**config.mk**
```make
export PLATFORM = sky130hd
export DESIGN_NAME = multicycle_control
export DESIGN_NICKNAME = d
export VERILOG_FILES = /design/src/rtl/multicycle_control.sv
export SDC_FILE = /design/constraint.sdc
export NUM_CORES = 1
export LEC_CHECK = 0
export ABC_AREA = 1
export BUFFER_PORTS_ARGS = -buffer_cell sky130_fd_sc_hd__buf_2
export CORE_UTILIZATION = 30
export CTS_CLUSTER_DIAMETER = 80
export DETAILED_ROUTE_END_ITERATION = 12
export PLACE_DENSITY_LB_ADDON = 0.3
export SKIP_CTS_REPAIR_TIMING = 1
export SLEW_MARGIN = 15
export SYNTH_ARGS = -nofsm -noshare
export SYNTH_HDL_FRONTEND = slang
export SYNTH_SLANG_ARGS = --single-unit
```
**constraint.sdc**
```tcl
create_clock -name clk -period 1.8 [get_ports clk]
set_input_delay 0.09 -clock clk [delete_from_list [all_inputs] [get_ports clk]]
set_output_delay 0.09 -clock clk [all_outputs]
set_load 0.02 [all_outputs]
```
**src/rtl/multicycle_control.sv**
```systemverilog
// Multicycle RV32 control FSM: fetch/decode/exec/mem/wb sequencing.
// Strobes are combinational from state and the latched opcode class.
module multicycle_control (
  input  logic        clk,
  input  logic        reset,
  input  logic [31:0] instr,
  input  logic        mem_ready,
  input  logic        branch_taken,
  output logic [1:0]  imm_sel,
  output logic        alu_src_b,
  output logic        ir_write,
  output logic        pc_write,
  output logic [1:0]  pc_src,
  output logic        mem_req,
  output logic        mem_we,
  output logic        reg_write,
  output logic [1:0]  wb_sel,
  output logic [2:0]  state,
  output logic        illegal,
  output logic [31:0] instret
);

  typedef enum logic [2:0] {
    FETCH  = 3'd0,
    DECODE = 3'd1,
    EXEC   = 3'd2,
    MEM    = 3'd3,
    WB     = 3'd4,
    TRAP   = 3'd5
  } state_t;

  typedef enum logic [2:0] {
    C_R      = 3'd0,
    C_OPI    = 3'd1,
    C_LOAD   = 3'd2,
    C_STORE  = 3'd3,
    C_BRANCH = 3'd4,
    C_JAL    = 3'd5,
    C_JALR   = 3'd6
  } cls_t;

  localparam logic [6:0] OP_R      = 7'b0110011;
  localparam logic [6:0] OP_OPI    = 7'b0010011;
  localparam logic [6:0] OP_LOAD   = 7'b0000011;
  localparam logic [6:0] OP_STORE  = 7'b0100011;
  localparam logic [6:0] OP_BRANCH = 7'b1100011;
  localparam logic [6:0] OP_JAL    = 7'b1101111;
  localparam logic [6:0] OP_JALR   = 7'b1100111;

  state_t st;
  cls_t   cls;

  assign state = st;

  always_ff @(posedge clk or posedge reset) begin
    if (reset) begin
      st      <= FETCH;
      cls     <= C_R;
      illegal <= 1'b0;
      instret <= 32'd0;
    end else begin
      if (pc_write)
        instret <= instret + 32'd1;
      unique case (st)
        FETCH: begin
          if (mem_ready)
            st <= DECODE;
        end
        DECODE: begin
          st <= EXEC;
          unique case (instr[6:0])
            OP_R:      cls <= C_R;
            OP_OPI:    cls <= C_OPI;
            OP_LOAD:   cls <= C_LOAD;
            OP_STORE:  cls <= C_STORE;
            OP_BRANCH: cls <= C_BRANCH;
            OP_JAL:    cls <= C_JAL;
            OP_JALR:   cls <= C_JALR;
            default: begin
              st      <= TRAP;
              illegal <= 1'b1;
            end
          endcase
        end
        EXEC: begin
          unique case (cls)
            C_BRANCH:        st <= FETCH;
            C_LOAD, C_STORE: st <= MEM;
            default:         st <= WB;
          endcase
        end
        MEM: begin
          if (mem_ready)
            st <= (cls == C_STORE) ? FETCH : WB;
        end
        WB:      st <= FETCH;
        TRAP:    st <= TRAP;
        default: st <= FETCH;
      endcase
    end
  end

  // Datapath selects depend only on the class, not on the state.
  always_comb begin
    imm_sel   = 2'd0;
    alu_src_b = 1'b1;
    wb_sel    = 2'd0;
    unique case (cls)
      C_R:      alu_src_b = 1'b0;
      C_STORE:  imm_sel = 2'd1;
      C_BRANCH: begin
        imm_sel   = 2'd2;
        alu_src_b = 1'b0;
      end
      C_JAL: begin
        imm_sel = 2'd3;
        wb_sel  = 2'd2;
      end
      C_JALR:   wb_sel = 2'd2;
      C_LOAD:   wb_sel = 2'd1;
      default: ;
    endcase
  end

  // Reset gates every strobe so nothing escapes while it is held.
  always_comb begin
    ir_write  = 1'b0;
    pc_write  = 1'b0;
    pc_src    = 2'd0;
    mem_req   = 1'b0;
    mem_we    = 1'b0;
    reg_write = 1'b0;
    if (!reset) begin
      unique case (st)
        FETCH: begin
          mem_req  = 1'b1;
          ir_write = mem_ready;
        end
        EXEC: begin
          if (cls == C_BRANCH) begin
            pc_write = 1'b1;
            pc_src   = branch_taken ? 2'd1 : 2'd0;
          end
        end
        MEM: begin
          mem_req  = 1'b1;
          mem_we   = (cls == C_STORE);
          pc_write = mem_ready && (cls == C_STORE);
        end
        WB: begin
          pc_write  = 1'b1;
          reg_write = |instr[11:7];
          unique case (cls)
            C_JAL:   pc_src = 2'd3 - 2'd1;
            C_JALR:  pc_src = 2'd3;
            default: pc_src = 2'd0;
          endcase
        end
        default: ;
      endcase
    end
  end

endmodule
```
* Word-level counts from Yosys, hierarchy flattened
Cells that the tools add are included.
** Word-level totals
- Register bits after elaboration :: 39
- Bits in latches :: 0
- Bits in writable memories :: 0
- Memory bits (read-only) :: 0
- Input bits :: 36
- Output and inout bits :: 48
- Memories kept :: 0
** Cells by class
- $add $sub $neg :: 1
- $mul :: 0
- Div/mod/pow operators :: 0
- Magnitude comparators :: 0
- Eq/ne operators :: 19
- Shift operators :: 0
- Multiplexer cells :: 26
- Bitwise gates (word level) :: 1
- Reduce and logical (&&, ||, !) cells :: 13
** Operators by type and width (number)
- $add A32 B1 Y32 const B :: 1
- $eq A7 B7 Y1 const B :: 3
- $pmux W3 S7 :: 1
- $eq A3 B3 Y1 const B :: 5
- $pmux W3 S5 :: 1
- $eq A7 B6 Y1 const B :: 2
- $mux W1 :: 13
- $eq A3 B2 Y1 const B :: 4
- $mux W3 :: 4
- $pmux W2 S2 :: 3
- $reduce_or A2 Y1 :: 4
- $eq A7 B2 Y1 const B :: 1
- $eq A7 B5 Y1 const B :: 1
- $reduce_bool A7 Y1 :: 1
- $reduce_or A7 Y1 :: 1
- $logic_not A3 Y1 :: 2
- $pmux W2 S3 :: 1
- $pmux W3 S2 :: 1
- $reduce_and A2 Y1 :: 3
- $reduce_or A5 Y1 :: 1
- $ne A2 B2 Y1 const B :: 2
- $eq A3 B1 Y1 const B :: 1
- $pmux W1 S3 :: 1
- $mux W2 :: 1
- other kinds (2) :: 2

* Logic depth before layout (Yosys ltp)
Gate-level depths: netlist of the first run.
- Word-level depth :: 4
- Gate-level depth with buffers :: 10
- Depth with buffers taken out :: 10

* Worst setup path after synthesis of the first run
No wires, ideal clock.
- Path kind :: input-to-reg
- From :: input port reset
- To :: register instret[17]
- Arrival time :: 1.832 ns
- Setup slack :: -0.148 ns
- Cell stages on the path :: 6
- Buffers on the path :: 1
- Cells stage by stage :: clkinv_1 -> nand2_8 -> inv_8 -> buf_8 -> nand2_1 -> nand2_1
** On the way
- Word-level cells in the longest chain between the ends :: 1
** RTL lines
- from (decl) :: RTL line 5 : input logic reset,
- $mux W1 :: RTL line 133 : if (!reset) begin
- via pc_write :: RTL line 12 : output logic pc_write,
- to (signal assigned) :: RTL line 63 : instret <= instret + 32'd1;
- to (decl) :: RTL line 20 : output logic [31:0] instret
The timed path passes the listed nets, and every way through them passes these cells.
A chain may end at the register's enable or synchronous reset.

* Final worst setup path of the first run
- From :: register st[0] (netlist: state[0])
- To :: output port pc_write
** On the way
- Word-level cells in the longest chain between the ends :: 3
- Elaborated cells between the ends (all ways) :: 5
- Classes of those cells :: 3 x eq/ne; 2 x mux
** RTL lines
- from (decl) :: RTL line 50 : state_t st;
- from (signal assigned) :: RTL line 94 : st <= (cls == C_STORE) ? FETCH : WB;
- $eq A3 B3 Y1 or $eq A3 B2 Y1 (tied branches) :: RTL line 134 : unique case (st)
- $pmux W1 S3 (*) :: RTL line 134
- $mux W1 (*) :: RTL line 133
- to (decl) :: RTL line 12
Mark *: on every way between the ends. The rest lies on a longest branch, timed or not.

==> results.toml, run 1 <==
[finish]
num_antenna_cells = 0
multi_input_area_um2 = 1570
nets = 545
fin_area_um2 = 3320
instances_no_fill = 616
area_growth_pct = 21.7
drive_gt1_share_pct = 18.9
regArea_um2 = 980
fillCellCount = 981

[route]
antenna_left = 0
routedWlPerCell_um = 12.1
drt_iter0_markers = 144
num_vias = 2850
drc = 0
drt-total-wl_um = 7480
first_pass_iters = 4
vias_per_cell = 4.63

[critical_path]
crit_path_end = "pc_write"
worstReg2RegStart = "instret[1]"
timing.critical_path.max_delay_family = "simple AND/OR/NAND/NOR gates"
r2r_setup_slack_ps = 170
start_kind = "flip-flop"
crit_type = "reg -> out"
cp_cell_sequence = "nor2_1 -> nand2_1 -> nand3_4 -> nand2_8 -> clkinv_16 -> buf_2"
required_ps = 1710
slowest_delay_ps = 470
worstPathBufferInverterCount = 2
ff2ff_path_depth = 8
endpoint_kind = "output pin"
r2r_end = "instret[20]"
critPathSlowestCell = "dfrtp_2"
cp_num_cells = 6
crit_start = "state[0]"
crit_fanout = 28
critPathArrivalTime_ps = 1620

[run]
maxCapViolCount = 0

[pwr]
ir_drop_mv = 0.702
p_leak_nw = 1.69
cellPowerDensity_nw_per_um2 = 895

[floorplan]
die_y_um = 97.4
rows = 34
core-area_um2 = 8760
start_util_pct = 31.1
ioPinCount = 84
fp.dieW_um = 97.4
die_area_um2 = 9480

[placement]
gp_congestion = 0.889
dp_slack_ps = 147
placed_cells = 604
portBuffers = 63
placed_area_um2 = 3160
dp_hpwl_um = 5730

[clock_network]
cts_buffer_depth = 2
cts_tree = "built"
path_clk_slew_ps = 70
ctsRootBufferMaster = "clkbuf_8"
cts_htree_levels = 2
clock_latency_ps = 290
clkSinkCount = 39
numCtsBuffers = 5

[synth]
synth_warnings = 0
synthArstFlopShare_pct = 100
synth_mux_area_share_pct = 0
synthesis.area_um2 = 2730
syn-num-nets = 470
synthFlopType = "dfrtp_1"
yosys.area_share.simple_pct = 48.0
ys_ff_latch = 39
synth_top_family_by_area = "simple AND/OR/NAND/NOR gates"
synth.distinct_cells = 29
synth_compound_area_share_pct = 3.30
synthesis.instances = 433
synth-xor-area-share_pct = 5.14
syn_avg_cell_area_um2 = 6.30
yosysSeqAreaShare_pct = 35.8
synthAdderAreaFrac_pct = 0.459
synth_edf_count = 0

[sta]
setup_tns_ps = 0
drv_slew = 0
tightest_slew_ps = 409
max_freq_ghz = 0.584
hold_violations = 0
fin_crit_sh_pct = 95.1
fin_ws_ps = 88.7
skew_ps = 6.87
slew-limit-headroom_pct = 72.6
final-setup-viol-count = 0
timing.hold.ws_ps = 143
rsz0062_at_grt = "false"
min_period_ps = 1710

[global_route]
grt_max_degree = 29
grt_pass1_wl_um = 12200
grt_pass1_vias = 2620
gr-usage-all-layers_pct = 15.8
antenna_found_initial = 0
overflow = 0

[status]
status = "finished, final reports clean"

[min_path]
min-delay-path-class = "in -> reg"
## synthesized netlist by cell type (2+ instances only)
| library cell | number | area share [%] |
|---|---|---|
| xor2_1 | 8 | 2.6 |
| a21oi_1 | 7 | 1.3 |
| dfrtp_1 | 39 | 36 |
| o21ai_0 | 5 | 0.92 |
| nand4_1 | 6 | 1.4 |
| inv_1 | 33 | 4.5 |
| nor2_1 | 65 | 8.9 |
| xnor2_1 | 8 | 2.6 |
| nor2_2 | 2 | 0.46 |
| o21ai_1 | 2 | 0.37 |
| nor3_1 | 6 | 1.1 |
| nand2_1 | 207 | 28 |
| buf_6 | 3 | 1.2 |
| nand2_2 | 2 | 0.46 |
| nand3_1 | 26 | 4.8 |
## kinds of logic (layout without fill, tap and decap cells)
logic type | after synthesis | after routing
adders and majority gates | 1 | 1
AOI/OAI and AO/OA | 17 | 17
and+or+nand+nor | 319 | 320
DFF | 39 | 39
buffers and inverters | 41 | 115
xor gates and xnor gates | 16 | 16
## through the flow
step / total power [mW] / util [%]
finish: 2.97 / 37.9
floorplan: 1.97 / -
global placement: 2.28 / 36.1
global route: 3.18 / 37.9
CTS: 2.91 / 37.1
detailed placement: 2.30 / 36.1
## sequential cells by signal (all words and copies together) (netlist names)
register / flops
cls: 3
state: 3
illegal: 1
instret: 32
## where the power goes
part	internal (mW)	switching (mW)
logic	0.399	0.793
registers	0.992	0.177
clock network	0.301	0.307
total	1.69	1.28
## layout by cell type (no fill, tap or decap), types with 6 or more instances in the layout
cell type / n
nand2_1: 207
clkbuf_8: 6
nor2_1: 64
a21oi_1: 7
inv_1: 32
buf_2: 63
xor2_1: 8
nand3_1: 26
nor3_1: 6
dfrtp_1: 36
xnor2_1: 8
nand4_1: 6
buf_4: 8
## layer usage
layer | part of all wire, % | up-vias | routed length [um] | GRT usage, %
met4 | 1.3 | 0 | 100 | 3.96
met3 | 4.7 | 11 | 348 | 3.24
met2 | 48 | 69 | 3560 | 27.2
met1 | 46 | 1287 | 3470 | 20.0
met5 | 0 | - | 0 | 0
li1 | - | 1483 | - | -
## area by class of cell
| type | instances | area share, % |
|---|---|---|
| Clock buffer | 6 | 2.49 |
| Tap cell | 108 | 4.07 |
| Multi-Input combinational cell | 354 | 47.3 |
| Sequential cell | 39 | 29.5 |
| Timing Repair Buffer | 72 | 11.6 |
| Inverter | 36 | 4.90 |
| Clock inverter | 1 | 0.151 |
## worst reg2reg max path, delay by kind of cell, from the launching register on
| family | cells | cell delay, ps |
|---|---|---|
| buffers and inverters | 1 | 70 |
| adder cells (fa/ha/maj) | 1 | 260 |
| flip-flops | 1 | 430 |
| AND/OR/NAND/NOR | 6 | 780 |
## how the worst min path moves through the flow
| stage | from | to | slack, ps | cells after the start |
|---|---|---|---|---|
| finish | instr[3] | cls[0] | 140 | 5 |
| global placement | reset | state[1] | 30 | 2 |
| detailed placement | reset | state[1] | 30 | 2 |
| CTS | reset | cls[1] | -280 | 2 |
| floorplan | reset | cls[0] | 50 | 1 |
| global route | instr[3] | cls[0] | 180 | 5 |
No activity file was read; power rests on OpenSTA's default activity.
==> run 2: changes to the inputs <==
--- a/config.mk
+++ b/config.mk
@@ -5,8 +5,8 @@
 export SDC_FILE = /design/constraint.sdc
 export NUM_CORES = 1
 export LEC_CHECK = 0
-export ABC_AREA = 1
 export BUFFER_PORTS_ARGS = -buffer_cell sky130_fd_sc_hd__buf_2
+export CAP_MARGIN = 20
 export CORE_UTILIZATION = 30
 export CTS_CLUSTER_DIAMETER = 80
 export DETAILED_ROUTE_END_ITERATION = 12
==> run 2 against run 1 <==
The flow now finishes with violations (setup timing); die area fell by 22%; via count fell by 31%; non-clock buffer count rose by 27; critical path depth did not move; clock power rose by 25%; synthesized cell count fell by 49%; first-iteration DRC count fell by 61%.
==> results.toml, run 2 <==
[status]
status = "complete, but fails checks"
failed_checks = "setup timing"

[placement]
gp_congestion = 0.785
placed_cells = 403
portBuffers = 63
dp_hpwl_um = 3950

[finish]
final_core_util_pct = 47.5
final_cell_mix = "60 x buf_2, 34 x dfrtp_1, 28 x buf_4"
area_growth_pct = 52.9
drive_gt1_share_pct = 47.5
largest_reg_flops = 32
final_common_cell = "buf_2"
instances_no_fill = 418
nets = 358
largest_register = "instret"
fillCellCount = 668
num_antenna_cells = 0

[synth]
synth.area.top_cells = "dfrtp_1 46%, xor2_1 9.1%, xnor2_1 4.5%, nand2_1 3.7%, nor3_1 3.5%"
synth_edf_count = 0
synthTopCellsByCount = "39 x dfrtp_1, 22 x xor2_1, 21 x nand2_1"
synth_warnings = 0
synthArstFlopShare_pct = 100
ys_ff_latch = 39
syn_avg_cell_area_um2 = 9.70
synth_largest_area_cell = "dfrtp_1"
synthesis.instances = 219
syn-num-nets = 256
yosysSeqAreaShare_pct = 46.0
synth_top_area_share_pct = 46.0
yosysMostFrequentCell = "dfrtp_1"
synthFlopType = "dfrtp_1"
synth.distinct_cells = 39
synthesis.area_um2 = 2120

[floorplan]
rows = 30
fp.dieW_um = 86.1
start_util_pct = 31.1
ioPinCount = 84
core-area_um2 = 6830
die_area_um2 = 7420
die_y_um = 86.1

[pwr]
combPwrFrac_pct = 32.7
p_leak_nw = 1.67
p_seq_share_pct = 39.0
cellPowerDensity_nw_per_um2 = 831
netSwitchingPower_mw = 0.873
pwr-share-clk_pct = 28.2
p_sw_share_pct = 32.3
ir_drop_mv = 0.359
finalPower_mw = 2.70
internal_power_mw = 1.82

[critical_path]
worstReg2RegStart = "state[0]"
critPathSlowestCell = "or4b_4"
crit_type = "reg -> out"
critPathArrivalTime_ps = 1970
start_kind = "flip-flop"
required_ps = 1710
cp_cell_sequence = "or4b_4 -> o21a_1 -> buf_6 -> nand2_4 -> buf_6 -> buf_6"
timing.critical_path.max_delay_family = "simple AND/OR/NAND/NOR gates"
crit_fanout = 5
worstPathBufferInverterCount = 3
crit_start = "state[0]"
worst_path_most_repeated_cell = "buf_6"
endpoint_kind = "output pin"
slowest_delay_ps = 590

[route]
drt_iter0_markers = 56
num_vias = 1954
first_pass_iters = 4
drc = 0
routedWlPerCell_um = 13.0
antenna_left = 0
drt-total-wl_um = 5420
vias_per_cell = 4.67

[sta]
tightest_slew_ps = 509
final-setup-viol-count = 33
slew-limit-headroom_pct = 65.8
hold_violations = 0
rsz0062_at_grt = "true"
max_freq_ghz = 0.485
fin_ws_ps = -262
skew_ps = 12.7
min_period_ps = 2060
fin_crit_sh_pct = 115
drv_slew = 0

[clock_network]
numCtsBuffers = 5
clock_latency_ps = 290
cts_buffer_depth = 2
cts_tree = "built"
cts_htree_levels = 2
clkSinkCount = 39
ctsRootBufferMaster = "clkbuf_8"
path_clk_slew_ps = 80

[min_path]
min_from = "instr[2]"
min-delay-path-class = "in -> reg"

[run]
maxCapViolCount = 0

[global_route]
overflow = 0
antenna_found_initial = 0
grt_pass1_wl_um = 8440
gr-usage-all-layers_pct = 14.5
grt_pass1_vias = 1792
grt_max_degree = 21
## run 2: changes by cell type after synthesis, sizes merged, moves of 9 or more
cell	delta
nor3	+9
nor4	+9
nand3	-20
xor2	+14
inv	-24
nand2	-189
nor2	-52
## run 2: path summary, 6_finish.rpt
| kind | end | slack, ps | cells after the start |
|---|---|---|---|
| setup / recovery | pc_write | -260 | 6 |
| hold / removal | cls[2] | 130 | 3 |
| setup reg to reg | instret[16] | -210 | 6 |
| hold reg to reg | instret[31] | 470 | 1 |
| max in group asynchronous | instret[5] | 1050 | 4 |
| min in group asynchronous | state[1] | 500 | 4 |
## run 2: area by class of cell
cell class	count	area, um2	area share (%)
Multi-Input combinational cell	165	1340	41.4
Sequential cell	39	982	30.3
Timing Repair Buffer	99	642	19.8
Tap cell	96	120	3.70
Clock buffer	6	82.6	2.54
Inverter	11	41.3	1.27
Clock inverter	2	35.0	1.08
## run 2: cells by family (layout without fill, tap and decap cells)
logic type	count (synthesis)	in the layout	share of synthesized area, %
fa+ha+maj	1	1	0.589
flops	39	39	46.0
mux	3	3	1.59
simple gates	104	104	27.5
compound gates	23	24	7.84
buf+inv	16	118	2.95
xor+xnor	33	33	13.6
## run 2: routing by layer
layer | up-vias | GRT usage, % | share of wire [%]
li1 | 977 | - | -
met1 | 924 | 19.4 | 47
met2 | 44 | 23.5 | 47
met3 | 9 | 2.98 | 3.9
met4 | 0 | 4.55 | 1.4
met5 | - | 0 | 0
## run 2: stage by stage
stage	setup TNS (ps)	instance area (um2)	hold WS, ps	setup WS [ps]
after global placement	-953	2910	263	-87.7
final	-4270	3250	128	-262
after global routing	-7440	3250	131	-331
after CTS	-2180	3030	-44.2	-255
after detailed placement	-1350	2910	277	-123
after floorplan	-605	2280	234	-71.8
## run 2: power groups by stage
stage                     Clock [mW]  Combinational (mW)  Sequential [mW]
after floorplan                    0               0.387             1.15
after global placement             0               0.776             1.07
after detailed placement           0               0.787             1.07
after CTS                      0.779               0.789             1.05
after global routing           0.821               0.955             1.07
final                          0.762               0.883             1.05
## run 2: worst register-to-register path, delay by kind of cell (launching register included)
kind                   cells  cell delay [ps]
XOR/XNOR                   1              150
buffers and inverters      1              190
AO/OA/AOI/OAI              2              430
AND/OR/NAND/NOR            2              750
flip-flops                 1              430
==> run 3: changes to the inputs <==
--- a/config.mk
+++ b/config.mk
@@ -7,11 +7,14 @@
 export LEC_CHECK = 0
 export BUFFER_PORTS_ARGS = -buffer_cell sky130_fd_sc_hd__buf_2
 export CAP_MARGIN = 20
+export CELL_PAD_IN_SITES_DETAIL_PLACEMENT = 0
+export CELL_PAD_IN_SITES_GLOBAL_PLACEMENT = 1
 export CORE_UTILIZATION = 30
 export CTS_CLUSTER_DIAMETER = 80
 export DETAILED_ROUTE_END_ITERATION = 12
 export PLACE_DENSITY_LB_ADDON = 0.3
 export SKIP_CTS_REPAIR_TIMING = 1
+export SKIP_LAST_GASP = 1
 export SLEW_MARGIN = 15
 export SYNTH_ARGS = -nofsm -noshare
 export SYNTH_HDL_FRONTEND = slang
==> run 3 against run 2 <==
The run still ends with setup timing left; via count up 4.0%; global-route usage up 0.23 points; die area unchanged; register-to-register slack better by 30 ps; wire length up 4.4%; clock power down 24%; critical path type unchanged; largest power group unchanged.
==> results.toml, run 3 (synthesis gave the netlist of run 2 again) <==
[route]
first_pass_iters = 4
num_vias = 2033
drt_iter0_markers = 79
antenna_left = 0
routedWlPerCell_um = 13.2
vias_per_cell = 4.75
drt-total-wl_um = 5660
drc = 0

[floorplan]
start_util_pct = 31.1
rows = 30
core-area_um2 = 6830
fp.dieW_um = 86.1
die_area_um2 = 7420
ioPinCount = 84
die_y_um = 86.1

[finish]
largest_register = "instret"
final_common_cell = "buf_2"
multi_input_area_um2 = 1360
fillCellCount = 676
num_antenna_cells = 0
drive_gt1_share_pct = 48.2
fin_area_um2 = 3320
area_growth_pct = 56.4
largest_reg_flops = 32
nets = 368
regArea_um2 = 982
final_cell_mix = "60 x buf_2, 36 x buf_4, 34 x dfrtp_1"

[global_route]
antenna_found_initial = 0
grt_pass1_vias = 1790
overflow = 0
grt_max_degree = 19
gr-usage-all-layers_pct = 14.7
grt_pass1_wl_um = 8520

[critical_path]
worst_path_most_repeated_cell = "buf_6"
slowest_delay_ps = 580
r2r_end = "instret[3]"
start_kind = "flip-flop"
critPathSlowestCell = "or4b_4"
crit_fanout = 4
endpoint_kind = "output pin"
worstReg2RegStart = "state[0]"
r2r_setup_slack_ps = -180
cp_cell_sequence = "or4b_4 -> o21a_1 -> buf_6 -> nand2_4 -> buf_6 -> buf_6"
required_ps = 1710
crit_type = "reg -> out"
critPathArrivalTime_ps = 1930
ff2ff_path_depth = 7

[pwr]
finalPower_mw = 2.51
cellPowerDensity_nw_per_um2 = 756
ir_drop_mv = 0.334
p_leak_nw = 1.73

[clock_network]
cts_tree = "built"
path_clk_slew_ps = 70
ctsRootBufferMaster = "clkbuf_8"
cts_htree_levels = 2
clock_latency_ps = 300
cts_buffer_depth = 2
clkSinkCount = 39
numCtsBuffers = 5

[sta]
hold_violations = 0
setup_tns_ps = -2660
fin_crit_sh_pct = 112
final-setup-viol-count = 32
drv_slew = 0
min_period_ps = 2020
max_freq_ghz = 0.494
slew-limit-headroom_pct = 69.6
fin_ws_ps = -223
skew_ps = 8.82
rsz0062_at_grt = "true"
tightest_slew_ps = 455
timing.hold.ws_ps = 125

[min_path]
min_from = "instr[2]"
hold_depth = 3
min-delay-path-class = "in -> reg"
worstHoldEndpoint = "cls[2]"

[placement]
gp_congestion = 0.741
portBuffers = 63
dp_hpwl_um = 3980
placed_area_um2 = 2930

[run]
maxCapViolCount = 0

[status]
failed_checks = "setup timing"
status = "complete, but fails checks"
[run 3: cell types whose count changed in the layout (fill, tap and decap cells not counted), sizes merged]
cell	change
bufinv	-1
buf	+10
clkbuf	+1
[run 3: worst max path at each step]
stage,from,end,cells after the start
detailed placement,cls[2],instret[11],5
floorplan,state[2],instret[27],6
global placement,state[2],instret[11],5
CTS,cls[0],pc_write,6
global route,state[0],pc_write,6
finish,state[0],pc_write,6
[run 3: worst max-delay path: cells and delay by family (launching register included)]
| family | cells | cell delay [ps] |
|---|---|---|
| buffers and inverters | 3 | 330 |
| and+or+nand+nor | 2 | 660 |
| AOI/OAI and AO/OA | 1 | 230 |
| DFF | 1 | 420 |
[run 3: final cells by class]
cell class	count	area share [%]
Multi-Input combinational cell	165	41.0
Sequential cell	39	29.6
Timing Repair Buffer	109	22.1
Tap cell	96	3.62
Clock buffer	7	2.30
Inverter	11	1.24
Clock inverter	1	0.151
[run 3: power by group]
| part | internal, mW | switching (mW) | total [mW] |
|---|---|---|---|
| Combinational | 0.413 | 0.471 | 0.884 |
| Sequential | 0.960 | 0.0880 | 1.05 |
| Clock | 0.272 | 0.306 | 0.578 |
[run 3: metal layers]
layer	GRT usage (%)	part of all wire [%]	routed length [um]
met1	19.9	48	2720
met2	23.0	47	2680
met3	3.66	3.4	193
met4	5.00	1.1	64
met5	0	0	0
[run 3: stage by stage]
step,setup slack [ps],utilization [%],instances
2_1_floorplan,-71.8,-,219
3_3_place_gp,-122,42.9,404
3_5_place_dp,-141,42.9,404
4_1_cts,-227,44.1,412
5_1_grt,-290,48.6,428
6_report,-223,48.6,428
